**src/rtl/synth_pkg.sv**
```systemverilog
`default_nettype none
// ============================================================================
// Module      : synth_pkg
// Description : Shared constants and FSM state type for the voice allocator.
// Revision    : 1.0 - initial release
// ============================================================================
package synth_pkg;

    localparam int         NBANKS_DEFAULT = 10;
    localparam logic [6:0] MIDI_IDLE      = 7'h00;
    localparam logic [3:0] AGE_MAX        = 4'd15;

    typedef enum logic [1:0] {
        IDLE   = 2'd0,
        MATCH  = 2'd1,
        COMMIT = 2'd2
    } state_t;

endpackage
`default_nettype wire

```
**src/rtl/voice_slot_search.sv**
```systemverilog
`default_nettype none
// ============================================================================
// Module      : voice_slot_search
// Description : Combinational slot search: note hits, lowest free slot and
//               oldest occupied slot (ties resolve to the lowest index).
// Revision    : 1.0 - initial release
// ============================================================================
module voice_slot_search
    import synth_pkg::*;
#(
    parameter int NBANKS = NBANKS_DEFAULT
) (
    input  logic [NBANKS-1:0][6:0] i_notes,
    input  logic [NBANKS-1:0][3:0] i_ages,
    input  logic [6:0]             i_query,
    output logic [NBANKS-1:0]      o_hit,
    output logic [3:0]             o_free_idx,
    output logic                   o_free_valid,
    output logic [3:0]             o_oldest_idx
);

    logic [3:0] w_best_age;
    logic       w_found;

    always_comb begin
        o_hit        = '0;
        o_free_idx   = '0;
        o_free_valid = 1'b0;
        o_oldest_idx = '0;
        w_best_age   = '0;
        w_found      = 1'b0;
        for (int i = 0; i < NBANKS; i++) begin
            o_hit[i] = (i_notes[i] == i_query);
            if (i_notes[i] == MIDI_IDLE) begin
                if (!o_free_valid) begin
                    o_free_valid = 1'b1;
                    o_free_idx   = 4'(i);
                end
            // strict compare keeps the lowest index on equal ages
            end else if (!w_found || (i_ages[i] > w_best_age)) begin
                w_found      = 1'b1;
                w_best_age   = i_ages[i];
                o_oldest_idx = 4'(i);
            end
        end
    end

endmodule
`default_nettype wire

```
**src/rtl/voice_allocator.sv**
```systemverilog
`default_nettype none
// ============================================================================
// Module      : voice_allocator
// Description : Polyphonic voice allocator with round-robin note stream.
//               Define VOICE_STEAL_EN to steal the oldest slot when full.
// Revision    : 1.0 - initial release
// ============================================================================
module voice_allocator
    import synth_pkg::*;
#(
    parameter int NBANKS = NBANKS_DEFAULT
) (
    input  logic       clk,
    input  logic       rst,
    input  logic       clk_en,
    input  logic       i_valid,
    input  logic       i_note_on,
    input  logic [6:0] i_note,
    output logic       o_ready,
    output logic [6:0] o_midi,
    output logic [3:0] o_slot,
    output logic [3:0] o_voices,
    output logic       o_drop,
    output logic       o_steal
);

`ifdef VOICE_STEAL_EN
    localparam bit c_STEAL_EN = 1'b1;
`else
    localparam bit c_STEAL_EN = 1'b0;
`endif

    state_t                  state_q, state_d;
    logic                    ev_on_q, ev_on_d;
    logic [6:0]              ev_note_q, ev_note_d;
    logic [NBANKS-1:0]       hit_q, hit_d;
    logic [3:0]              free_idx_q, free_idx_d;
    logic                    free_valid_q, free_valid_d;
    logic [3:0]              oldest_idx_q, oldest_idx_d;
    logic [NBANKS-1:0][6:0]  notes_q, notes_d;
    logic [NBANKS-1:0][3:0]  ages_q, ages_d;
    logic [3:0]              ptr_q, ptr_d;
    logic [6:0]              midi_q, midi_d;
    logic [3:0]              slot_q, slot_d;
    logic [3:0]              voices_q, voices_d;
    logic                    drop_q, drop_d;
    logic                    steal_q, steal_d;

    logic [NBANKS-1:0]       w_hit;
    logic [3:0]              w_free_idx;
    logic                    w_free_valid;
    logic [3:0]              w_oldest_idx;
    logic [3:0]              w_victim;
    logic                    w_write;

    voice_slot_search #(.NBANKS(NBANKS)) u_search (
        .i_notes      (notes_q),
        .i_ages       (ages_q),
        .i_query      (ev_note_q),
        .o_hit        (w_hit),
        .o_free_idx   (w_free_idx),
        .o_free_valid (w_free_valid),
        .o_oldest_idx (w_oldest_idx)
    );

    always_comb begin
        state_d      = state_q;
        ev_on_d      = ev_on_q;
        ev_note_d    = ev_note_q;
        hit_d        = hit_q;
        free_idx_d   = free_idx_q;
        free_valid_d = free_valid_q;
        oldest_idx_d = oldest_idx_q;
        notes_d      = notes_q;
        ages_d       = ages_q;
        ptr_d        = ptr_q;
        midi_d       = midi_q;
        slot_d       = slot_q;
        voices_d     = voices_q;
        drop_d       = 1'b0;
        steal_d      = 1'b0;
        w_write      = 1'b0;
        w_victim     = free_valid_q ? free_idx_q : oldest_idx_q;

        case (state_q)
            IDLE: begin
                if (i_valid) begin
                    ev_on_d   = i_note_on;
                    ev_note_d = i_note;
                    state_d   = MATCH;
                end
            end
            MATCH: begin
                hit_d        = w_hit;
                free_idx_d   = w_free_idx;
                free_valid_d = w_free_valid;
                oldest_idx_d = w_oldest_idx;
                state_d      = COMMIT;
            end
            COMMIT: begin
                state_d = IDLE;
                if (ev_note_q == MIDI_IDLE) begin
                    drop_d = 1'b1;
                end else if (ev_on_q) begin
                    // an already-held note is left alone (no retrigger)
                    if (hit_q == '0) begin
                        if (free_valid_q || c_STEAL_EN) begin
                            w_write = 1'b1;
                            steal_d = !free_valid_q;
                        end else begin
                            drop_d = 1'b1;
                        end
                    end
                end else begin
                    for (int i = 0; i < NBANKS; i++) begin
                        if (hit_q[i]) begin
                            notes_d[i] = MIDI_IDLE;
                            ages_d[i]  = '0;
                        end
                    end
                end
                if (w_write) begin
                    for (int i = 0; i < NBANKS; i++) begin
                        if (4'(i) == w_victim) begin
                            notes_d[i] = ev_note_q;
                            ages_d[i]  = '0;
                        end else if ((notes_q[i] != MIDI_IDLE) && (ages_q[i] != AGE_MAX)) begin
                            ages_d[i] = ages_q[i] + 4'd1;
                        end
                    end
                end
                voices_d = '0;
                for (int i = 0; i < NBANKS; i++) begin
                    voices_d = voices_d + 4'(notes_d[i] != MIDI_IDLE);
                end
            end
            default: state_d = IDLE;
        endcase

        // stream reads the pre-commit table; a same-cycle write shows next frame
        if (clk_en) begin
            midi_d = notes_q[ptr_q];
            slot_d = ptr_q;
            ptr_d  = (ptr_q == 4'(NBANKS - 1)) ? 4'd0 : ptr_q + 4'd1;
        end
    end

    always_ff @(posedge clk or posedge rst) begin
        if (rst) begin
            state_q      <= IDLE;
            ev_on_q      <= 1'b0;
            ev_note_q    <= MIDI_IDLE;
            hit_q        <= '0;
            free_idx_q   <= '0;
            free_valid_q <= 1'b0;
            oldest_idx_q <= '0;
            notes_q      <= '0;
            ages_q       <= '0;
            ptr_q        <= '0;
            midi_q       <= MIDI_IDLE;
            slot_q       <= '0;
            voices_q     <= '0;
            drop_q       <= 1'b0;
            steal_q      <= 1'b0;
        end else begin
            state_q      <= state_d;
            ev_on_q      <= ev_on_d;
            ev_note_q    <= ev_note_d;
            hit_q        <= hit_d;
            free_idx_q   <= free_idx_d;
            free_valid_q <= free_valid_d;
            oldest_idx_q <= oldest_idx_d;
            notes_q      <= notes_d;
            ages_q       <= ages_d;
            ptr_q        <= ptr_d;
            midi_q       <= midi_d;
            slot_q       <= slot_d;
            voices_q     <= voices_d;
            drop_q       <= drop_d;
            steal_q      <= steal_d;
        end
    end

    assign o_ready  = (state_q == IDLE);
    assign o_midi   = midi_q;
    assign o_slot   = slot_q;
    assign o_voices = voices_q;
    assign o_drop   = drop_q;
    assign o_steal  = steal_q;

endmodule
`default_nettype wire

```
**config.mk**
```make
export PLATFORM = sky130hd
export DESIGN_NAME = voice_allocator
export DESIGN_NICKNAME = d
export VERILOG_FILES = /design/src/rtl/synth_pkg.sv /design/src/rtl/voice_slot_search.sv /design/src/rtl/voice_allocator.sv
export SDC_FILE = /design/constraint.sdc
export NUM_CORES = 1
export LEC_CHECK = 0
export ABC_AREA = 1
export BUFFER_PORTS_ARGS = -buffer_cell sky130_fd_sc_hd__buf_2
export CAP_MARGIN = 15
export CORE_MARGIN = 2
export CORE_UTILIZATION = 55
export CTS_BUF_LIST = sky130_fd_sc_hd__clkbuf_8
export DETAILED_ROUTE_END_ITERATION = 10
export PLACE_DENSITY = 0.72
export RECOVER_POWER = 50
export SLEW_MARGIN = 30
export SYNTH_ARGS = -nofsm -noshare
export SYNTH_HDL_FRONTEND = slang
export SYNTH_SLANG_ARGS = --single-unit
```
**constraint.sdc**
```tcl
create_clock -name clk -period 18.8 [get_ports clk]
set_input_delay 3.76 -clock clk [delete_from_list [all_inputs] [get_ports clk]]
set_output_delay 3.76 -clock clk [all_outputs]
set_load 0.01 [all_outputs]
```
-- Word-level counts from Yosys, hierarchy flattened
Index checks and enable logic that the tools add are counted.
- add/subtract/negate cells: 20
- order comparisons: 10
- eq/ne operators: 33
- multiplexer cells: 158
- reduce and logical (&&, ||, !) cells: 63
- operators by type and width (kind ; number):
    $mux 4 ; 83
    $mux 70 ; 4
    $mux 7 ; 21
    $reduce_bool 7->1 ; 20
    $mux 40 ; 3
    $logic_not 7->1 ; 11
    $eq 7x7->1 ; 10
    $add 4x1->4 const B ; 11
    $mux 1 ; 44
    $ne 4x4->1 const B ; 10
    $gt 4x4->1 ; 9
    $bmux 7 s4 ; 1
    $add 4x1->4 ; 6
    $eq 3x4->1 const A ; 4
    $logic_and 1x1->1 ; 10
    $logic_not 10->1 ; 1
    $logic_not 1->1 ; 9
    $logic_or 1x1->1 ; 9
    $eq 2x4->1 const A ; 2
    $eq 4x4->1 const A ; 2
    $lt 4x5->1 const B ; 1
    $add 3x1->4 ; 1
    $eq 1x4->1 const A ; 1
    $eq 4x4->1 const B ; 1
    10 further kinds ; 10
- register bits after elaboration: 160
- input bits: 12
- output and inout port bits: 18
- logic and storage cells: 317

-- Logic depth before layout (Yosys ltp)
Gate-level depths: netlist (run 1).
- word-level depth: 38
- depth in mapped cells: 100
- gate-level depth less buffers: 100

-- By module
Synthesis (run 1) repeated with hierarchy kept, for this count alone.
- cell total of the unflattened synthesis: 1914
- area total of the unflattened synthesis: 12714.7 um^2
- by module, submodules not included (module ; instances ; cells each ; area an instance (um^2) ; seq. area each (um^2)):
    voice_allocator ; 1 ; 1473 ; 10004.6 ; 3978.8
    voice_slot_search ; 1 ; 441 ; 2710.1 ; 0.0

-- Worst setup path after synthesis (run 1)
No wires, ideal clock.
- path kind: reg-to-reg
- start: reg notes_q[4] (netlist name)
- end: reg oldest_idx_q[3]
- setup time: 0.120 ns
- arrival: 10.007 ns
- data required time: 18.680 ns
- setup slack: 8.673 ns
- cell stages (with the launch flop): 99
- buffers on the path: 0
- period minus slack after synthesis: 10.127 ns
- path through: dfrtp_1 inv_1 nand3_1 nor2_4 inv_2 nand2_1 ha_1 nand2_1 inv_1 nand2_1 nand2_1 nand2_1 nand2_2 nand2_2 nand2_1 nand2_1 inv_1 ha_1 [... 63 more ...] o21ai_0 o21ai_0 nand2_1 nand2_1 inv_1 nand2_1 nand2_1 inv_1 ha_1 nand2_1 o21bai_1 nand2_1 o21ai_0 o21ai_0 a21oi_1 nand2_1 o21ai_0 inv_1
- word-level cells in the longest chain between the ends: 38
- elaborated cells on any way between the ends: 77
- classes of those cells: order compare: 9; mux: 50; reduce/logical: 18
- ends and longest elaborated chain (what ; RTL line ; source):
    from (decl) ; voice_allocator.sv:40 ; logic [NBANKS-1:0][6:0] notes_q, notes_d;
    from (signal assigned) ; voice_allocator.sv:173 ; notes_q <= notes_d;
    $logic_not 7->1 * ; voice_slot_search.sv:34 ; if (i_notes[i] == MIDI_IDLE) begin
    $mux 4 ; voice_slot_search.sv:34 ;
    $gt 4x4->1 ; voice_slot_search.sv:40 ; end else if (!w_found || (i_ages[i] > w_best_age)) begin
    $logic_or 1x1->1 ; voice_slot_search.sv:40 ;
    $mux 4 or $mux 1 (tied branches) ; voice_slot_search.sv:40 ;
    $mux 4 or $mux 1 (tied branches) ; voice_slot_search.sv:34 ;
    $gt 4x4->1 or $logic_not 1->1 (tied branches) ; voice_slot_search.sv:40 ;
    $logic_or 1x1->1 ; voice_slot_search.sv:40 ;
    [... 22 more ...] ; -- ;
    $gt 4x4->1 or $logic_not 1->1 (tied branches) ; voice_slot_search.sv:40 ;
    $logic_or 1x1->1 ; voice_slot_search.sv:40 ;
    $mux 4 or $mux 1 (tied branches) ; voice_slot_search.sv:40 ;
    $mux 4 or $mux 1 (tied branches) ; voice_slot_search.sv:34 ;
    $gt 4x4->1 or $logic_not 1->1 (tied branches) ; voice_slot_search.sv:40 ;
    $logic_or 1x1->1 ; voice_slot_search.sv:40 ;
    $mux 4 ; voice_slot_search.sv:40 ;
    $mux 4 * ; voice_slot_search.sv:34 ;
    to (signal assigned) ; voice_allocator.sv:172 ; oldest_idx_q <= oldest_idx_d;
    to (decl) ; voice_allocator.sv:39 ; logic [3:0] oldest_idx_q, oldest_idx_d;
Every way passes the cells marked *; elsewhere a longest branch is shown, timed or not.
A chain may end at the register's enable or synchronous reset.

-- Worst setup path in the final report (run 1)
- start: reg notes_q[0] (netlist name)
- end: reg oldest_idx_q[3]
The elaborated chain is that of the path after synthesis.

==> flow_results.xml, run 1 <==
<?xml version="1.0" encoding="UTF-8"?>
<metrics>
  <group name="logic_synthesis">
    <metric name="async_flop_share" unit="%">100</metric>
    <metric name="sequential_to_total_area_share_from_yosys_stat" unit="%">34.1</metric>
    <metric name="syn_area_per_cell" unit="µm²">7.13</metric>
    <metric name="synth-seq-cells" unit="">159</metric>
    <metric name="dominantRegCellSynth" unit="">sky130_fd_sc_hd__dfrtp_1</metric>
    <metric name="netlist_instances" unit="">1637</metric>
    <metric name="synth_edf_count" unit="">0</metric>
    <metric name="synth.net_count" unit="">1703</metric>
    <metric name="netlist-cell-type-count" unit="">55</metric>
    <metric name="yosys_warning_count" unit="">0</metric>
    <metric name="netlist_area" unit="mm²">0.0117</metric>
  </group>
  <group name="clocking">
    <metric name="clockBufferDepth" unit="">2</metric>
    <metric name="ctsResizeCount" unit="">0</metric>
    <metric name="cts_tree" unit="">built</metric>
    <metric name="cts_inserted_buffers" unit="">17</metric>
    <metric name="clk_latency" unit="ns">0.48</metric>
    <metric name="clk_transition_reported_paths" unit="ns">0.10</metric>
    <metric name="clock_tree.htree_level_count" unit="">4</metric>
    <metric name="cts_setup_buffers" unit="">0</metric>
    <metric name="postCtsHoldBufs" unit="">0</metric>
    <metric name="cts.root.buffer_cell" unit="">sky130_fd_sc_hd__clkbuf_8</metric>
    <metric name="cts_num_sinks" unit="">159</metric>
  </group>
  <group name="floorplanning">
    <metric name="fp.coreArea" unit="mm²">0.0210</metric>
    <metric name="die_width" unit="µm">150</metric>
    <metric name="placement_rows" unit="">53</metric>
    <metric name="floorplan.initialDensity" unit="%">55.7</metric>
    <metric name="die_area" unit="mm²">0.0224</metric>
    <metric name="ioPinCount" unit="">30</metric>
    <metric name="die_h" unit="µm">150</metric>
  </group>
  <group name="power_and_ir_drop">
    <metric name="pwr_density_cell" unit="mW/mm²">194</metric>
    <metric name="leakage" unit="nW">5.55</metric>
    <metric name="vdd_drop_max" unit="µV">93.0</metric>
  </group>
  <group name="min_path">
    <metric name="holdPathStages" unit="">2</metric>
    <metric name="hold_end" unit="">o_voices[0]</metric>
    <metric name="hold_path_startpoint" unit="">o_voices[0]</metric>
    <metric name="worst_hold_path_type" unit="">reg2reg</metric>
  </group>
  <group name="timing">
    <metric name="final-setup-viol-count" unit="">0</metric>
    <metric name="period_minus_slack" unit="ns">11.72</metric>
    <metric name="fin_tns_setup" unit="ns">0</metric>
    <metric name="maximum_clock_frequency" unit="GHz">0.0853</metric>
    <metric name="max_slew_margin" unit="%">-147</metric>
    <metric name="final_hold_violation_count" unit="">0</metric>
    <metric name="clock_skew" unit="ns">0.0175</metric>
    <metric name="grt_setup_unrepaired" unit="">no</metric>
    <metric name="min_period_over_period" unit="%">62.3</metric>
    <metric name="drv_slew" unit="">212</metric>
    <metric name="worst_slew_pin_slew" unit="ns">3.68</metric>
  </group>
  <group name="place">
    <metric name="gp_congestion" unit="">0.917</metric>
    <metric name="buffer_ports.inserted" unit="">28</metric>
    <metric name="dp.final_hpwl" unit="mm">25.1</metric>
  </group>
  <group name="drt">
    <metric name="total_number_of_vias" unit="">11700</metric>
    <metric name="avgViaCountPerCell" unit="">6.14</metric>
    <metric name="detail_route.first_pass.iterations" unit="">5</metric>
    <metric name="detail-route-antenna-nets" unit="">0</metric>
    <metric name="drt_iter0_drc" unit="">1017</metric>
    <metric name="final_routed_wirelength_across_all_metal_layers" unit="mm">35.4</metric>
    <metric name="drc_errors" unit="">0</metric>
    <metric name="post_drt_wl_per_cell" unit="µm">18.5</metric>
  </group>
  <group name="worst_setup_path">
    <metric name="critical_path_peak_fanout" unit="">8</metric>
    <metric name="critical-path-max-stage-delay" unit="ns">0.44</metric>
    <metric name="timing.critical_path.slowest_stage_cell" unit="">sky130_fd_sc_hd__dfrtp_1</metric>
    <metric name="timing.critical_path.from_type" unit="">register</metric>
    <metric name="ff2ff_path_depth" unit="">96</metric>
    <metric name="end_kind" unit="">register</metric>
    <metric name="timing.rr.end" unit="">oldest_idx_q[3]</metric>
    <metric name="crit_top_cell" unit="">sky130_fd_sc_hd__nand2_1</metric>
    <metric name="worstPathRequired" unit="ns">19.16</metric>
    <metric name="arrival" unit="ns">12.08</metric>
    <metric name="crit_type" unit="">reg2reg</metric>
    <metric name="reg2reg_setup_slack" unit="ns">7.08</metric>
    <metric name="r2r-start" unit="">notes_q[0]</metric>
  </group>
  <group name="global_routing">
    <metric name="number_of_antenna_violations_at_the_first_check_in_global_routing" unit="">0</metric>
    <metric name="final_global_route_overflow_total" unit="">0</metric>
    <metric name="grt_start_max_net_pins" unit="">97</metric>
    <metric name="grt_util_met3" unit="%">6.46</metric>
    <metric name="grt_pass1_vias" unit="">10900</metric>
    <metric name="groute.layer.met2.usage" unit="%">51.5</metric>
    <metric name="global_route.usage.total" unit="%">32.5</metric>
    <metric name="grt_most_used_layer" unit="">met2</metric>
    <metric name="global_route_wire_length_before_repair" unit="mm">57.0</metric>
    <metric name="met1_usage" unit="%">43.3</metric>
  </group>
  <group name="layout">
    <metric name="area_growth_syn_to_layout" unit="%">4.22</metric>
    <metric name="layout_cells_sized_above_1" unit="%">6.80</metric>
    <metric name="final_nets" unit="">1688</metric>
    <metric name="final_core_utilization" unit="%">58.0</metric>
    <metric name="diodes" unit="">0</metric>
  </group>
  <group name="status">
    <metric name="failing_checks" unit="">max-capacitance violations, max-slew violations</metric>
    <metric name="run_status" unit="">finished with violations</metric>
  </group>
  <group name="flow_run">
    <metric name="maxCapViolCount" unit="">3</metric>
  </group>
</metrics>
-- registers in the layout, indices dropped and copies added (netlist names) --
signal,cells
o_midi,7
ev_note_q,7
ages_q,40
state_q,2
free_valid_q,1
notes_q,70
o_slot,4
o_voices,4
ev_on_q,1
oldest_idx_q,4
ptr_q,4
hit_q,10
free_idx_q,4
o_drop,1
-- power by group --
group          switching (mW)  internal, mW
Combinational            1.05         0.573
Sequential             0.0929         0.415
Clock                   0.140        0.0982
Total                    1.28          1.09
-- synthesized netlist by cell type (3+ instances only) --
cell type | number | area [µm²]
sky130_fd_sc_hd__xnor2_1 | 3 | 26.3
sky130_fd_sc_hd__a31oi_1 | 11 | 68.8
sky130_fd_sc_hd__a21oi_1 | 64 | 320
sky130_fd_sc_hd__nand2_4 | 3 | 33.8
sky130_fd_sc_hd__o2111ai_1 | 36 | 315
sky130_fd_sc_hd__fa_1 | 6 | 120
sky130_fd_sc_hd__inv_2 | 14 | 52.6
sky130_fd_sc_hd__o21ai_2 | 3 | 26.3
sky130_fd_sc_hd__o41ai_1 | 7 | 61.3
sky130_fd_sc_hd__a221oi_1 | 6 | 52.6
sky130_fd_sc_hd__o21ai_1 | 14 | 70.1
sky130_fd_sc_hd__o211ai_1 | 17 | 128
sky130_fd_sc_hd__o21bai_1 | 3 | 22.5
sky130_fd_sc_hd__inv_1 | 209 | 785
sky130_fd_sc_hd__o21ai_0 | 261 | 1310
sky130_fd_sc_hd__clkbuf_1 | 43 | 161
sky130_fd_sc_hd__nand2_1 | 351 | 1320
sky130_fd_sc_hd__ha_1 | 48 | 601
sky130_fd_sc_hd__dfrtp_1 | 159 | 3980
sky130_fd_sc_hd__o22ai_1 | 19 | 119
sky130_fd_sc_hd__buf_4 | 3 | 22.5
sky130_fd_sc_hd__nor3_1 | 15 | 75.1
sky130_fd_sc_hd__nor2_2 | 9 | 56.3
sky130_fd_sc_hd__nor4_2 | 5 | 62.6
sky130_fd_sc_hd__nor2_4 | 4 | 45.0
sky130_fd_sc_hd__and2_1 | 5 | 31.3
sky130_fd_sc_hd__o221ai_1 | 16 | 140
sky130_fd_sc_hd__clkinv_1 | 5 | 18.8
sky130_fd_sc_hd__buf_1 | 9 | 33.8
sky130_fd_sc_hd__buf_6 | 6 | 67.6
sky130_fd_sc_hd__xor2_1 | 7 | 61.3
sky130_fd_sc_hd__nor2_1 | 81 | 304
sky130_fd_sc_hd__nand2_2 | 11 | 68.8
sky130_fd_sc_hd__nand4_1 | 16 | 100
sky130_fd_sc_hd__nand3_1 | 112 | 561
sky130_fd_sc_hd__a32o_1 | 4 | 40.0
sky130_fd_sc_hd__buf_2 | 10 | 50.1
sky130_fd_sc_hd__nor4_1 | 20 | 125
-- logic make-up (layout without fill, tap and decap cells) --
| kind of cell | Yosys count | in the layout | share of synthesized area [%] |
|---|---|---|---|
| fa+ha+maj | 54 | 54 | 6.18 |
| other cells | 1 | 1 | 0.0321 |
| buf+inv | 302 | 298 | 10.5 |
| xor+xnor | 10 | 10 | 0.750 |
| flops | 159 | 159 | 34.1 |
| compound gates | 470 | 470 | 23.5 |
| simple gates | 641 | 641 | 24.9 |
-- metal layers --
layer / wire [µm] / share of wire, % / vias to the layer above
met3: 2870 / 8.1 / 92
met5: 0 / 0 / -
met2: 16100 / 45 / 526
met4: 1370 / 3.9 / 0
met1: 15100 / 43 / 5527
li1: - / - / 5570
-- placed cells by master (no fill, tap or decap), types with 19 or more instances in the layout --
cell type,Yosys,final
sky130_fd_sc_hd__nor2_1,81,82
sky130_fd_sc_hd__o21ai_0,261,269
sky130_fd_sc_hd__nand3_1,112,113
sky130_fd_sc_hd__o22ai_1,19,19
sky130_fd_sc_hd__dfrtp_1,159,159
sky130_fd_sc_hd__inv_1,209,210
sky130_fd_sc_hd__nor4_1,20,20
sky130_fd_sc_hd__buf_2,10,27
sky130_fd_sc_hd__ha_1,48,48
sky130_fd_sc_hd__o2111ai_1,36,36
sky130_fd_sc_hd__nand2_1,351,358
sky130_fd_sc_hd__a21oi_1,64,64
sky130_fd_sc_hd__clkbuf_8,0,19
-- worst max-delay path: cells and delay by family, from the launching register on --
| family | cells | cell delay [ns] |
|---|---|---|
| AOI/OAI and AO/OA | 22 | 2.58 |
| and+or+nand+nor | 48 | 4.44 |
| adders and majority gates | 9 | 2.53 |
| buffers and inverters | 17 | 1.57 |
| DFF | 1 | 0.44 |
-- how the worst max path moves through the flow --
stage / depth (start not counted) / from / to
after floorplan: 98 / notes_q[4] / oldest_idx_q[3]
after global placement: 98 / notes_q[0] / oldest_idx_q[3]
after detailed placement: 98 / notes_q[0] / oldest_idx_q[3]
after CTS: 98 / notes_q[0] / oldest_idx_q[3]
after global routing: 94 / notes_q[2] / oldest_idx_q[3]
final: 96 / notes_q[0] / oldest_idx_q[3]
-- through the flow --
stage / cell area (µm²) / power [mW] / hold slack, ns / instances / setup slack, ns
5_1_grt: 12200 / 2.63 / 0.505 / 1908 / 5.53
4_1_cts: 12200 / 2.36 / 0.481 / 1908 / 7.21
2_1_floorplan: 11700 / 1.71 / 0.439 / 1637 / 8.67
3_3_place_gp: 11900 / 2.07 / 0.458 / 1878 / 7.87
3_5_place_dp: 11900 / 2.12 / 0.458 / 1878 / 7.27
6_report: 12200 / 2.36 / 0.475 / 1908 / 7.08
-- final cells by class --
cell class                 instances  area (µm²)
clock inverter                    11        90.1
clock buffer                      19         262
sequential                       159        3980
tap                              275         344
multi-input combinational       1176        6410
timing repair buffer              38         206
inverter                         230         868
fill                            2051        8790
Note: power is estimated with default switching activity, not from simulation.
==> run 2: changes to the inputs <==
--- a/config.mk
+++ b/config.mk
@@ -5,7 +5,7 @@
 export SDC_FILE = /design/constraint.sdc
 export NUM_CORES = 1
 export LEC_CHECK = 0
-export ABC_AREA = 1
+export ABC_AREA = 0
 export BUFFER_PORTS_ARGS = -buffer_cell sky130_fd_sc_hd__buf_2
 export CAP_MARGIN = 15
 export CORE_MARGIN = 2
==> constraint.sdc (replaced) <==
create_clock -name clk -period 11.5 [get_ports clk]
set_input_delay 2.3 -clock clk [delete_from_list [all_inputs] [get_ports clk]]
set_output_delay 2.3 -clock clk [all_outputs]
set_load 0.01 [all_outputs]
==> run 2 against run 1 <==
Against the previous run: register-to-register slack lost 8.0 ns; final area shrank 2.4%; setup slack lost 8.0 ns; count of clock-buffer cells in the layout unchanged; die area shrank 12%; clock skew hardly changed; hold slack gained 0.0018 ns; the flow finishes with violations (max-capacitance violations, max-slew violations, negative setup slack); first-iteration DRC count down 19%; fmax is 5.8% lower; critical path depth decreased by 29; area after synthesis fell by 12%; non-clock buffer count up 87.
==> flow_results.xml, run 2 <==
<?xml version="1.0" encoding="UTF-8"?>
<metrics>
  <group name="logic_synthesis">
    <metric name="netlist-cell-type-count" unit="">85</metric>
    <metric name="synth.most_common_cell" unit="">sky130_fd_sc_hd__dfrtp_1</metric>
    <metric name="dominantRegCellSynth" unit="">sky130_fd_sc_hd__dfrtp_1</metric>
    <metric name="netlist_instances" unit="">1046</metric>
    <metric name="sequential_to_total_area_share_from_yosys_stat" unit="%">38.5</metric>
    <metric name="synth.net_count" unit="">1112</metric>
    <metric name="synth_largest_type_area_fraction" unit="%">38.5</metric>
    <metric name="async_flop_share" unit="%">100</metric>
    <metric name="synth_top_cell_by_area" unit="">sky130_fd_sc_hd__dfrtp_1</metric>
    <metric name="yosys_warning_count" unit="">0</metric>
    <metric name="synth.area.top_cells" unit="">sky130_fd_sc_hd__dfrtp_1, sky130_fd_sc_hd__a22o_1, sky130_fd_sc_hd__ha_1</metric>
    <metric name="synth_edf_count" unit="">0</metric>
    <metric name="netlist_area" unit="mm²">0.0102</metric>
    <metric name="synth-seq-cells" unit="">157</metric>
    <metric name="syn_area_per_cell" unit="µm²">9.77</metric>
    <metric name="synth_commonest_cells" unit="">sky130_fd_sc_hd__dfrtp_1, sky130_fd_sc_hd__nand2_1, sky130_fd_sc_hd__a22o_1</metric>
  </group>
  <group name="worst_setup_path">
    <metric name="critical_path_peak_fanout" unit="">7</metric>
    <metric name="timing.critical_path.from_type" unit="">register</metric>
    <metric name="end_kind" unit="">register</metric>
    <metric name="crit_top_cell" unit="">sky130_fd_sc_hd__o21a_1</metric>
    <metric name="timing.critical_path.slowest_stage_cell" unit="">sky130_fd_sc_hd__dfrtp_1</metric>
    <metric name="arrival" unit="ns">12.79</metric>
    <metric name="critical-path-max-stage-delay" unit="ns">0.42</metric>
    <metric name="r2r-start" unit="">notes_q[5]</metric>
    <metric name="worstPathRequired" unit="ns">11.85</metric>
    <metric name="ff2ff_path_depth" unit="">67</metric>
    <metric name="setup.worst_path.start" unit="">notes_q[5]</metric>
    <metric name="crit_type" unit="">reg2reg</metric>
  </group>
  <group name="floorplanning">
    <metric name="die_area" unit="mm²">0.0197</metric>
    <metric name="floorplan.initialDensity" unit="%">56.5</metric>
    <metric name="die_width" unit="µm">140</metric>
    <metric name="placement_rows" unit="">49</metric>
    <metric name="fp.coreArea" unit="mm²">0.0181</metric>
    <metric name="ioPinCount" unit="">30</metric>
    <metric name="die_h" unit="µm">140</metric>
  </group>
  <group name="min_path">
    <metric name="worst_hold_path_type" unit="">reg2reg</metric>
    <metric name="hold_path_startpoint" unit="">o_voices[0]</metric>
    <metric name="holdPathStages" unit="">2</metric>
  </group>
  <group name="clocking">
    <metric name="cts_inserted_buffers" unit="">17</metric>
    <metric name="clk_transition_reported_paths" unit="ns">0.09</metric>
    <metric name="cts_tree" unit="">built</metric>
    <metric name="cts_num_sinks" unit="">157</metric>
    <metric name="clock_tree.htree_level_count" unit="">4</metric>
    <metric name="cts.root.buffer_cell" unit="">sky130_fd_sc_hd__clkbuf_8</metric>
    <metric name="clk_latency" unit="ns">0.47</metric>
    <metric name="clockBufferDepth" unit="">2</metric>
  </group>
  <group name="timing">
    <metric name="period_minus_slack" unit="ns">12.44</metric>
    <metric name="worst_slew_pin_slew" unit="ns">4.31</metric>
    <metric name="min_period_over_period" unit="%">108</metric>
    <metric name="maximum_clock_frequency" unit="GHz">0.0804</metric>
    <metric name="finalWorstSetupSlack" unit="ns">-0.940</metric>
    <metric name="grt_setup_unrepaired" unit="">yes</metric>
    <metric name="final_hold_violation_count" unit="">0</metric>
    <metric name="drv_slew" unit="">123</metric>
    <metric name="clock_skew" unit="ns">0.0173</metric>
    <metric name="final-setup-viol-count" unit="">2</metric>
    <metric name="max_slew_margin" unit="%">-189</metric>
  </group>
  <group name="place">
    <metric name="gp_congestion" unit="">0.928</metric>
    <metric name="dp.final_hpwl" unit="mm">20.1</metric>
    <metric name="buffer_ports.inserted" unit="">28</metric>
  </group>
  <group name="layout">
    <metric name="largest_register_ff_count" unit="">70</metric>
    <metric name="largest_regs" unit="">notes_q x70, ages_q x40, hit_q x10</metric>
    <metric name="final_core_utilization" unit="%">65.7</metric>
    <metric name="area_growth_syn_to_layout" unit="%">16.3</metric>
    <metric name="largest_register" unit="">notes_q</metric>
    <metric name="fillerInstances" unit="">1432</metric>
    <metric name="most_common_cell_after_layout_fill_and_taps_aside" unit="">sky130_fd_sc_hd__dfrtp_1</metric>
    <metric name="layout_cells_sized_above_1" unit="%">22.8</metric>
    <metric name="final_nets" unit="">1197</metric>
    <metric name="diodes" unit="">0</metric>
    <metric name="mostFrequentLayoutCells" unit="">sky130_fd_sc_hd__dfrtp_1, sky130_fd_sc_hd__buf_4, sky130_fd_sc_hd__nand2_1</metric>
  </group>
  <group name="drt">
    <metric name="final_routed_wirelength_across_all_metal_layers" unit="mm">28.7</metric>
    <metric name="total_number_of_vias" unit="">8903</metric>
    <metric name="detail-route-antenna-nets" unit="">0</metric>
    <metric name="post_drt_wl_per_cell" unit="µm">20.9</metric>
    <metric name="detail_route.first_pass.iterations" unit="">5</metric>
    <metric name="drc_errors" unit="">0</metric>
    <metric name="drt_iter0_drc" unit="">826</metric>
    <metric name="avgViaCountPerCell" unit="">6.48</metric>
  </group>
  <group name="global_routing">
    <metric name="number_of_antenna_violations_at_the_first_check_in_global_routing" unit="">0</metric>
    <metric name="final_global_route_overflow_total" unit="">0</metric>
    <metric name="global_route.usage.total" unit="%">30.2</metric>
    <metric name="global_route_wire_length_before_repair" unit="mm">46.9</metric>
    <metric name="grt_start_max_net_pins" unit="">100</metric>
    <metric name="grt_pass1_vias" unit="">8782</metric>
  </group>
  <group name="status">
    <metric name="run_status" unit="">finished with violations</metric>
    <metric name="failing_checks" unit="">max-capacitance violations, max-slew violations, negative setup slack</metric>
  </group>
  <group name="flow_run">
    <metric name="maxCapViolCount" unit="">2</metric>
  </group>
</metrics>
## run 2: cell count changes in the layout (fill, tap and decap cells not counted), moves of 78 or more
cell and change:
sky130_fd_sc_hd__o21ai_0 -204, sky130_fd_sc_hd__nand2_1 -271, sky130_fd_sc_hd__inv_1 -169, sky130_fd_sc_hd__nand3_1 -98, sky130_fd_sc_hd__buf_4 +85, sky130_fd_sc_hd__a22o_1 +78
## run 2: final timing paths
kind / end / slack (ns)
max reg2reg: oldest_idx_q[0] / -0.94
min in group asynchronous: notes_q[12] / 3.13
min: o_voices[0] / 0.48
max in group asynchronous: o_voices[3] / 6.23
max: oldest_idx_q[0] / -0.94
min reg2reg: o_voices[0] / 0.48
## run 2: final cells by class
class                   instances  area (µm²)  share of cell area (%)
clock buffers                  19         262                    2.20
clock inverters                13         151                    1.27
well taps                     229         287                    2.41
flip-flops and latches        157        3930                    33.1
inverters                      47         178                    1.50
multi-input cells             783        6190                    52.2
repair buffers                125         875                    7.36
## run 2: cells by family (layout without fill, tap and decap cells)
group	after synthesis	after routing	synth area share [%]
AOI/OAI and AO/OA	307	307	22.0
other	1	1	0.0367
and+or+nand+nor	302	302	15.4
buffers and inverters	106	204	4.24
adders and majority gates	54	54	7.05
muxes	45	45	6.45
DFF	157	157	38.5
xor gates and xnor gates	74	74	6.34
## run 2: worst max-delay path: cells and delay by family, from the launching register on
family	cells	cell delay, ns
buffers and inverters	5	0.59
multiplexers	2	0.33
AO/OA/AOI/OAI	35	6.04
AND/OR/NAND/NOR	16	2.53
flip-flops	1	0.42
adder cells (fa/ha/maj)	9	2.39
## run 2: routing by layer
| metal | share of wire (%) | vias up | GRT usage, % |
|---|---|---|---|
| li1 | - | 4093 | - |
| met1 | 43 | 4408 | 41.9 |
| met2 | 48 | 352 | 48.4 |
| met3 | 6.4 | 50 | 5.03 |
| met4 | 2.4 | 0 | 10.9 |
| met5 | 0 | - | 0 |
## run 2: through the flow
step	area [µm²]	setup slack, ns	cells	hold WS, ns	TNS, ns
after detailed placement	11100	-1.00	1325	0.461	-2.00
final	11900	-0.940	1373	0.477	-1.83
after CTS	11700	-0.759	1367	0.481	-1.47
after floorplan	10400	-0.753	1046	0.464	-1.49
after global placement	11100	-0.548	1325	0.459	-1.09
after global routing	11900	-1.61	1373	0.511	-3.20
## run 2: repair_timing
action | CTS | global route
hold buffers | 0 | 0
resized for setup | 20 | 18
setup endpoints to repair | 2 | 2
cloned | 0 | 0
setup buffers | 10 | 6
pin swaps | 14 | 12
Power of run 2 is not shown: default switching activity piles up to over one toggle a cycle in this logic, so the estimate is an artifact.
